## config.mk

```make
export PLATFORM = sky130hd
export DESIGN_NAME = dmem_responder
export DESIGN_NICKNAME = d
export VERILOG_FILES = /design/src/rtl/dmem_defs_pkg.sv /design/src/rtl/dmem_lane_align.sv /design/src/rtl/dmem_responder.sv
export SDC_FILE = /design/constraint.sdc
export NUM_CORES = 2
export LEC_CHECK = 0
export BUFFER_PORTS_ARGS = -buffer_cell sky130_fd_sc_hd__clkbuf_2
export CAP_MARGIN = 40
export CELL_PAD_IN_SITES_DETAIL_PLACEMENT = 0
export CELL_PAD_IN_SITES_GLOBAL_PLACEMENT = 1
export CORE_MARGIN = 2
export CORE_UTILIZATION = 40
export DETAILED_ROUTE_END_ITERATION = 6
export PLACE_DENSITY = 0.74
export SYNTH_ARGS = -nofsm -noshare
export SYNTH_HDL_FRONTEND = slang
export SYNTH_SLANG_ARGS = --single-unit
```

## constraint.sdc

```tcl
create_clock -name clk -period 6.3 [get_ports clk]
set_input_delay 0.63 -clock clk [delete_from_list [all_inputs] [get_ports clk]]
set_output_delay 0.63 -clock clk [all_outputs]
set_load 0.02 [all_outputs]
```

## src/rtl/dmem_defs_pkg.sv

```systemverilog
// Shared definitions for the data-memory responder.
//   - funct3 size encodings used on the load/store port
//   - responder FSM state encoding
//   - RAM depth in 32-bit words
package dmem_defs;

    localparam int unsigned DMEM_WORDS = 64;

    localparam logic [2:0] SZ_B  = 3'b000;
    localparam logic [2:0] SZ_H  = 3'b001;
    localparam logic [2:0] SZ_W  = 3'b010;
    localparam logic [2:0] SZ_BU = 3'b100;
    localparam logic [2:0] SZ_HU = 3'b101;

    typedef enum logic [1:0] {
        StIdle,
        StWait,
        StResp,
        StErr
    } state_e;

endpackage

```

## src/rtl/dmem_lane_align.sv

```systemverilog
// Combinational byte-lane steering for the data-memory responder.
// Ports:
//   we       in   1 = store, 0 = load
//   size     in   funct3 access size
//   addr_lo  in   byte offset within the word
//   wdata    in   raw store data (bytes taken from the low end)
//   rdword   in   32-bit word currently held at the target address
//   be       out  store byte enables (all zero when the access is bad)
//   wdata_al out  store data replicated onto every candidate lane
//   ldata    out  selected and extended load data
//   bad      out  illegal size for the direction, or misaligned
module dmem_lane_align
    import dmem_defs::*;
(
    input  logic        we,
    input  logic [2:0]  size,
    input  logic [1:0]  addr_lo,
    input  logic [31:0] wdata,
    input  logic [31:0] rdword,
    output logic [3:0]  be,
    output logic [31:0] wdata_al,
    output logic [31:0] ldata,
    output logic        bad
);

    logic [7:0]  byte_sel;
    logic [15:0] half_sel;

    always_comb begin
        byte_sel = rdword[{addr_lo, 3'b000} +: 8];
        half_sel = addr_lo[1] ? rdword[31:16] : rdword[15:0];
    end

    always_comb begin
        be       = 4'b0000;
        wdata_al = 32'h0;
        ldata    = 32'h0;
        bad      = 1'b0;
        case (size)
            SZ_B: begin
                be       = 4'b0001 << addr_lo;
                wdata_al = {4{wdata[7:0]}};
                ldata    = {{24{byte_sel[7]}}, byte_sel};
            end
            SZ_BU: begin
                bad   = we;
                ldata = {24'h0, byte_sel};
            end
            SZ_H: begin
                be       = addr_lo[1] ? 4'b1100 : 4'b0011;
                wdata_al = {2{wdata[15:0]}};
                ldata    = {{16{half_sel[15]}}, half_sel};
                bad      = addr_lo[0];
            end
            SZ_HU: begin
                ldata = {16'h0, half_sel};
                bad   = we | addr_lo[0];
            end
            SZ_W: begin
                be       = 4'b1111;
                wdata_al = wdata;
                ldata    = rdword;
                bad      = (addr_lo != 2'b00);
            end
            default: bad = 1'b1;
        endcase
        if (bad) begin
            be = 4'b0000;
        end
    end

endmodule

```

## src/rtl/dmem_responder.sv

```systemverilog
// Data-memory responder: 256-byte little-endian RAM behind a req/ready port
// with WAIT_CYCLES programmable wait states.
// Optional feature macro: DMEM_MMIO_EN maps word MMIO_ADDR[7:2] onto mmio_out.
// Ports:
//   clk      in   clock
//   rest     in   synchronous active-high reset
//   req      in   access request, held until ready
//   we       in   1 = store, 0 = load
//   size     in   funct3 size (B/H/W/BU/HU)
//   addr     in   byte address
//   wdata    in   store data
//   rdata    out  registered load result
//   ready    out  one-cycle completion pulse
//   err      out  qualifies ready: misaligned or illegal access
//   mmio_out out  output register (DMEM_MMIO_EN builds only)
module dmem_responder
    import dmem_defs::*;
#(
    parameter int unsigned WAIT_CYCLES = 1,
    parameter logic [7:0]  MMIO_ADDR   = 8'hFC
) (
    input  logic        clk,
    input  logic        rest,
    input  logic        req,
    input  logic        we,
    input  logic [2:0]  size,
    input  logic [7:0]  addr,
    input  logic [31:0] wdata,
    output logic [31:0] rdata,
    output logic        ready,
    output logic        err
`ifdef DMEM_MMIO_EN
    ,
    output logic [31:0] mmio_out
`endif
);

`ifdef DMEM_MMIO_EN
    localparam bit MmioEn = 1'b1;
`else
    localparam bit MmioEn = 1'b0;
`endif

    state_e      state_q, state_d;
    logic [3:0]  cnt_q, cnt_d;
    logic        we_q;
    logic [2:0]  size_q;
    logic [7:0]  addr_q;
    logic [31:0] wdata_q;
    logic [31:0] rdata_q;
    logic        commit;

    logic [31:0] mem [DMEM_WORDS];

    // In IDLE the live request is decoded so a zero-wait access can commit
    // on its acceptance edge; later states use the latched copy.
    logic        cur_we;
    logic [2:0]  cur_size;
    logic [7:0]  cur_addr;
    logic [31:0] cur_wdata;
    logic        is_mmio;
    logic [31:0] rdword;
    logic [3:0]  be;
    logic [31:0] wdata_al;
    logic [31:0] ldata;
    logic        bad;

    always_comb begin
        if (state_q == StIdle) begin
            cur_we    = we;
            cur_size  = size;
            cur_addr  = addr;
            cur_wdata = wdata;
        end else begin
            cur_we    = we_q;
            cur_size  = size_q;
            cur_addr  = addr_q;
            cur_wdata = wdata_q;
        end
        is_mmio = MmioEn && (cur_addr[7:2] == MMIO_ADDR[7:2]);
    end

`ifdef DMEM_MMIO_EN
    logic [31:0] mmio_q;
    assign rdword   = is_mmio ? mmio_q : mem[cur_addr[7:2]];
    assign mmio_out = mmio_q;

    always_ff @(posedge clk) begin
        if (rest) begin
            mmio_q <= 32'h0;
        end else if (commit && cur_we && is_mmio) begin
            for (int i = 0; i < 4; i++) begin
                if (be[i]) mmio_q[8*i +: 8] <= wdata_al[8*i +: 8];
            end
        end
    end
`else
    assign rdword = mem[cur_addr[7:2]];
`endif

    dmem_lane_align u_align (
        .we      (cur_we),
        .size    (cur_size),
        .addr_lo (cur_addr[1:0]),
        .wdata   (cur_wdata),
        .rdword  (rdword),
        .be      (be),
        .wdata_al(wdata_al),
        .ldata   (ldata),
        .bad     (bad)
    );

    always_comb begin
        state_d = state_q;
        cnt_d   = cnt_q;
        commit  = 1'b0;
        ready   = 1'b0;
        err     = 1'b0;
        case (state_q)
            StIdle: begin
                if (req) begin
                    if (bad) begin
                        state_d = StErr;
                    end else if (WAIT_CYCLES == 0) begin
                        state_d = StResp;
                        commit  = 1'b1;
                    end else begin
                        state_d = StWait;
                        cnt_d   = 4'(WAIT_CYCLES);
                    end
                end
            end
            StWait: begin
                if (cnt_q <= 4'd1) begin
                    state_d = StResp;
                    commit  = 1'b1;
                end else begin
                    cnt_d = cnt_q - 4'd1;
                end
            end
            StResp: begin
                ready   = 1'b1;
                state_d = StIdle;
            end
            StErr: begin
                ready   = 1'b1;
                err     = 1'b1;
                state_d = StIdle;
            end
            default: state_d = StIdle;
        endcase
    end

    always_ff @(posedge clk) begin
        if (rest) begin
            state_q <= StIdle;
            cnt_q   <= 4'd0;
            we_q    <= 1'b0;
            size_q  <= 3'b000;
            addr_q  <= 8'h00;
            wdata_q <= 32'h0;
            rdata_q <= 32'h0;
        end else begin
            state_q <= state_d;
            cnt_q   <= cnt_d;
            if (state_q == StIdle && req) begin
                we_q    <= we;
                size_q  <= size;
                addr_q  <= addr;
                wdata_q <= wdata;
            end
            if (commit && !cur_we) begin
                rdata_q <= ldata;
            end
        end
    end

    // RAM is not reset; a reset on the commit edge suppresses the write.
    always_ff @(posedge clk) begin
        if (commit && cur_we && !is_mmio && !rest) begin
            for (int i = 0; i < 4; i++) begin
                if (be[i]) mem[cur_addr[7:2]][8*i +: 8] <= wdata_al[8*i +: 8];
            end
        end
    end

    assign rdata = rdata_q;

endmodule

```

==> impl_summary.txt <==
----------------------------------------------------
[Status]
  Result of the run ... complete, but fails checks
  Violated checks ... design-rule violations

[Clock network]
  Clk slew on worst S/H paths ... 0.07 ns
  TritonCTS clock tree ... yes
  Setup Fix Bufs, Post-CTS ... 0
  Clock network latency to the later pin of the worst-skew pair ... 0.87 ns
  Depth of the CTS H-tree ... 4
  Number of sinks driven by the clock tree ... 2,130
  Number of buffers between clock root and the deepest sink ... 3
  Cts bufs inserted ... 201
  Root buffer cell ... clkbuf_16

[Finish]
  Filler instances ... 17.63k
  Finished Layout Cells ... 8,883
  Share of cells above drive strength 1 ... 0.1574
  Most common cell after layout, fill and taps aside ... edfxtp_1
  Top library cells by usage in the layout, fill and taps aside ... edfxtp_1, nand2_1, o22ai_1, buf_4, nor3_1
  Layout net count ... 6,057
  Synthesis-to-layout area growth ... 15.76%

[Placement]
  Post-placement cell count ... 8,472
  Pre-CTS setup slack ... 0.9098 ns
  Post-DP HPWL ... 166.0 mm
  Number of buffer cells added on primary ports ... 80
  Gpl congestion ... 0.9069

[Logic synthesis]
  Netlist Area Pre-Place ... 0.08312 mm²
  #FFs+latches synth ... 2,130
  Predominant post-synthesis flop cell ... edfxtp_1
  Share of synthesized flip-flops with an asynchronous set or reset ... 0
  Syn. warnings ... 0
  Yosys cell types ... 90
  Share of the yosys chip area belonging to registers ... 0.7597
  Number of cells produced by synthesis ... 5,652
  Number of enable flip-flop cells after synthesis ... 2,048
  Syn Area/Cell ... 14.71 µm²
  Syn_nets ... 5,701

[Critical path]
  Largest fanout of any net on the critical path ... 37
  Cells traversed along the worst timing path ... buf_4 > o21ai_1 > o21a_4 > buf_4 > a211oi_1 > o41ai_1 > o2111ai_1 > nor4_1 > a31oi_1 > mux2i_1 > nand3_2 > o211ai_1
  Kind of cell with the highest combined delay on the critical path ... compound AO/OA/AOI/OAI gates
  Most common cell on crit path ... buf_4
  Data arrival time of the critical path ... 6.01 ns
  Critical-path top delay cell ... o21a_4
  Crit path required time ... 7.07 ns
  CP Class ... reg -> reg
  Nature of the critical path startpoint ... register
  Kind of end point of the critical path ... register
  Number of buffer and inverter instances along the worst setup path ... 2
  Delay of the slowest cell on the worst path ... 0.75 ns

[Floorplan]
  Full die area ... 0.2115 mm²
  Height of the die ... 459.8 µm
  Placeable Area ... 0.2069 mm²
  Initial core utilization ... 0.4018
  Die Span X ... 459.8 µm
  Num rows ... 167
  Number of placed I/O pins ... 81

[Hold path]
  Worst min-delay path class ... in -> reg

[Route]
  Avg WL per Cell ... 30.00 µm
  Detailed Route Iter0 Violations ... 8,355
  Via count of the routed design ... 55.19k
  TritonRoute pass-1 iters ... 7
  Sum of routed wire length over all layers ... 266.5 mm
  Antenna Violating Nets Remaining ... 0
  Via/cell ratio ... 6.213
  Number of DRC violations after detailed routing ... 8

[STA]
  Fin worst setup slack ... 1.058 ns
  Final Cycle Share ... 0.8321
  Highest clock frequency the design can meet ... 190.8 MHz
  Final Hold Vio Count ... 0
  Relative max-transition margin ... 0.2289
  Transition time of the tightest slew-check pin ... 1.157 ns
  Setup skew after layout ... 0.04836 ns
  Number of max-slew violations in the final report ... 0
  Setup repair after global routing missed its margin ... no
  Final setup TNS ... 0 ns
  Worst-case hold slack ... 0.04668 ns
  Final count of negative-setup-slack endpoints ... 0
  Fin crit period ... 5.242 ns

[Global route]
  Global route total overflow ... 0
  Global-route usage over all layers ... 0.2456
  Initial antenna violation count ... 8
  First-pass GRT wire length ... 378.5 mm
  Maximum number of pins on one net before global-route repair ... 91
  Vias in the first global route ... 52.09k

[Pwr]
  Leakage power summed over all cells ... 0.03107 µW
  Total power density per cell area ... 383.5 mW/mm²
  Worst voltage drop across the vdd grid ... 265.4 µV

[Run]
  Maxcap violations ... 0

----------------------------------------------------
final timing paths:
path,startpoint,endpoint,slack [ns],cells after the start
setup / recovery,state_q[1],rdata[23],1.06,12
hold / removal,wdata[29],wdata_q[29],0.05,3
setup reg to reg,state_q[1],rdata[23],1.06,12
hold reg to reg,wdata_q[6],wdata_q[6],0.46,2
flip-flops by register name, indices dropped and copies added (netlist names):
name / cells
state_q: 2
size_q: 3
we_q: 1
addr_q: 8
mem: 2048
rdata: 32
wdata_q: 32
cnt_q: 4
synthesized netlist by cell type (7+ instances only):
cell | instances | area [µm²]
a2111oi_0 | 8 | 70.07
a211oi_1 | 48 | 360.4
a21oi_1 | 159 | 795.8
a221oi_1 | 25 | 219.0
a222oi_1 | 54 | 540.5
a22oi_1 | 26 | 195.2
a31oi_1 | 100 | 625.6
a32oi_1 | 26 | 227.7
and3_1 | 42 | 262.8
buf_1 | 44 | 165.2
buf_2 | 176 | 880.8
buf_4 | 36 | 270.3
buf_6 | 13 | 146.4
clkbuf_1 | 166 | 623.1
dfxtp_1 | 82 | 1642
edfxtp_1 | 2048 | 61500
inv_1 | 8 | 30.03
mux2_2 | 13 | 146.4
mux2i_1 | 136 | 1361
nand2_1 | 637 | 2391
nand2b_1 | 8 | 50.05
nand3_1 | 145 | 725.7
nand4_1 | 11 | 68.82
nor2_1 | 210 | 788.3
nor3_1 | 347 | 1737
nor4_1 | 26 | 162.7
o211ai_1 | 86 | 645.6
o21a_1 | 9 | 67.56
o21ai_0 | 152 | 760.7
o21ai_1 | 9 | 45.04
o221ai_1 | 83 | 727.0
o22ai_1 | 537 | 3359
o31ai_1 | 14 | 105.1
or2_2 | 34 | 212.7
or3_1 | 7 | 43.79
worst reg2reg max path, stage by stage (launching register included):
cell and delay, ns:
dfxtp_1 0.38, buf_4 0.25, o21ai_1 0.53, o21a_4 0.75, buf_4 0.61, a211oi_1 0.12
o41ai_1 0.45, o2111ai_1 0.56, nor4_1 0.47, a31oi_1 0.13, mux2i_1 0.24, nand3_2 0.38
o211ai_1 0.27
where the power goes:
group | switching [µW] | leakage [µW] | internal, µW
clock network | 5350 | 0.00311 | 6450
registers | 81.8 | 0.0194 | 16700
logic | 6220 | 0.00855 | 2120
total | 11700 | 0.0311 | 25200
through the flow:
step	utilization	cell area, µm²	power [µW]
after floorplan	-	83120	21330
after global placement	0.4280	88540	24870
after detailed placement	0.4326	89480	25160
after CTS	0.4650	96200	36780
after global routing	0.4651	96210	37770
final	0.4651	96220	36900
area by class of cell:
cell class / instances / area [µm²] / area share
antenna: 3 / 7.507 / 0.00007802
clock buffer: 254 / 5313 / 0.05521
clock inverter: 117 / 1054 / 0.01095
inverter: 9 / 33.78 / 0.0003511
multi-input combinational: 3077 / 18360 / 0.1908
sequential: 2130 / 63140 / 0.6562
tap: 2704 / 3383 / 0.03516
timing repair buffer: 589 / 4926 / 0.05120
logic make-up (layout without fill, tap and decap cells):
family | count (synthesis) | after routing | synth area share
buffers and inverters | 445 | 969 | 0.02568
adder cells (fa/ha/maj) | 2 | 2 | 0.0003010
AO/OA/AOI/OAI | 1413 | 1413 | 0.1142
flip-flops | 2130 | 2130 | 0.7597
multiplexers | 149 | 149 | 0.01814
AND/OR/NAND/NOR | 1513 | 1513 | 0.08200
other | 0 | 3 | 0
repair_timing:
action                                 in CTS  in global routing
resized for setup                           0                  0
endpoints found under the hold margin      35                  0
setup endpoints to repair                   0                  0
hold buffers                               35                  0
per-layer routing:
layer / GRT usage / share of wire / up-vias
met1: 0.3407 / 0.39 / 27906
li1: - / - / 23253
met2: 0.3773 / 0.45 / 3461
met3: 0.05478 / 0.11 / 563
met5: 0 / 0.00013 / -
met4: 0.09383 / 0.042 / 6
Note: power is estimated with default switching activity, not from simulation.
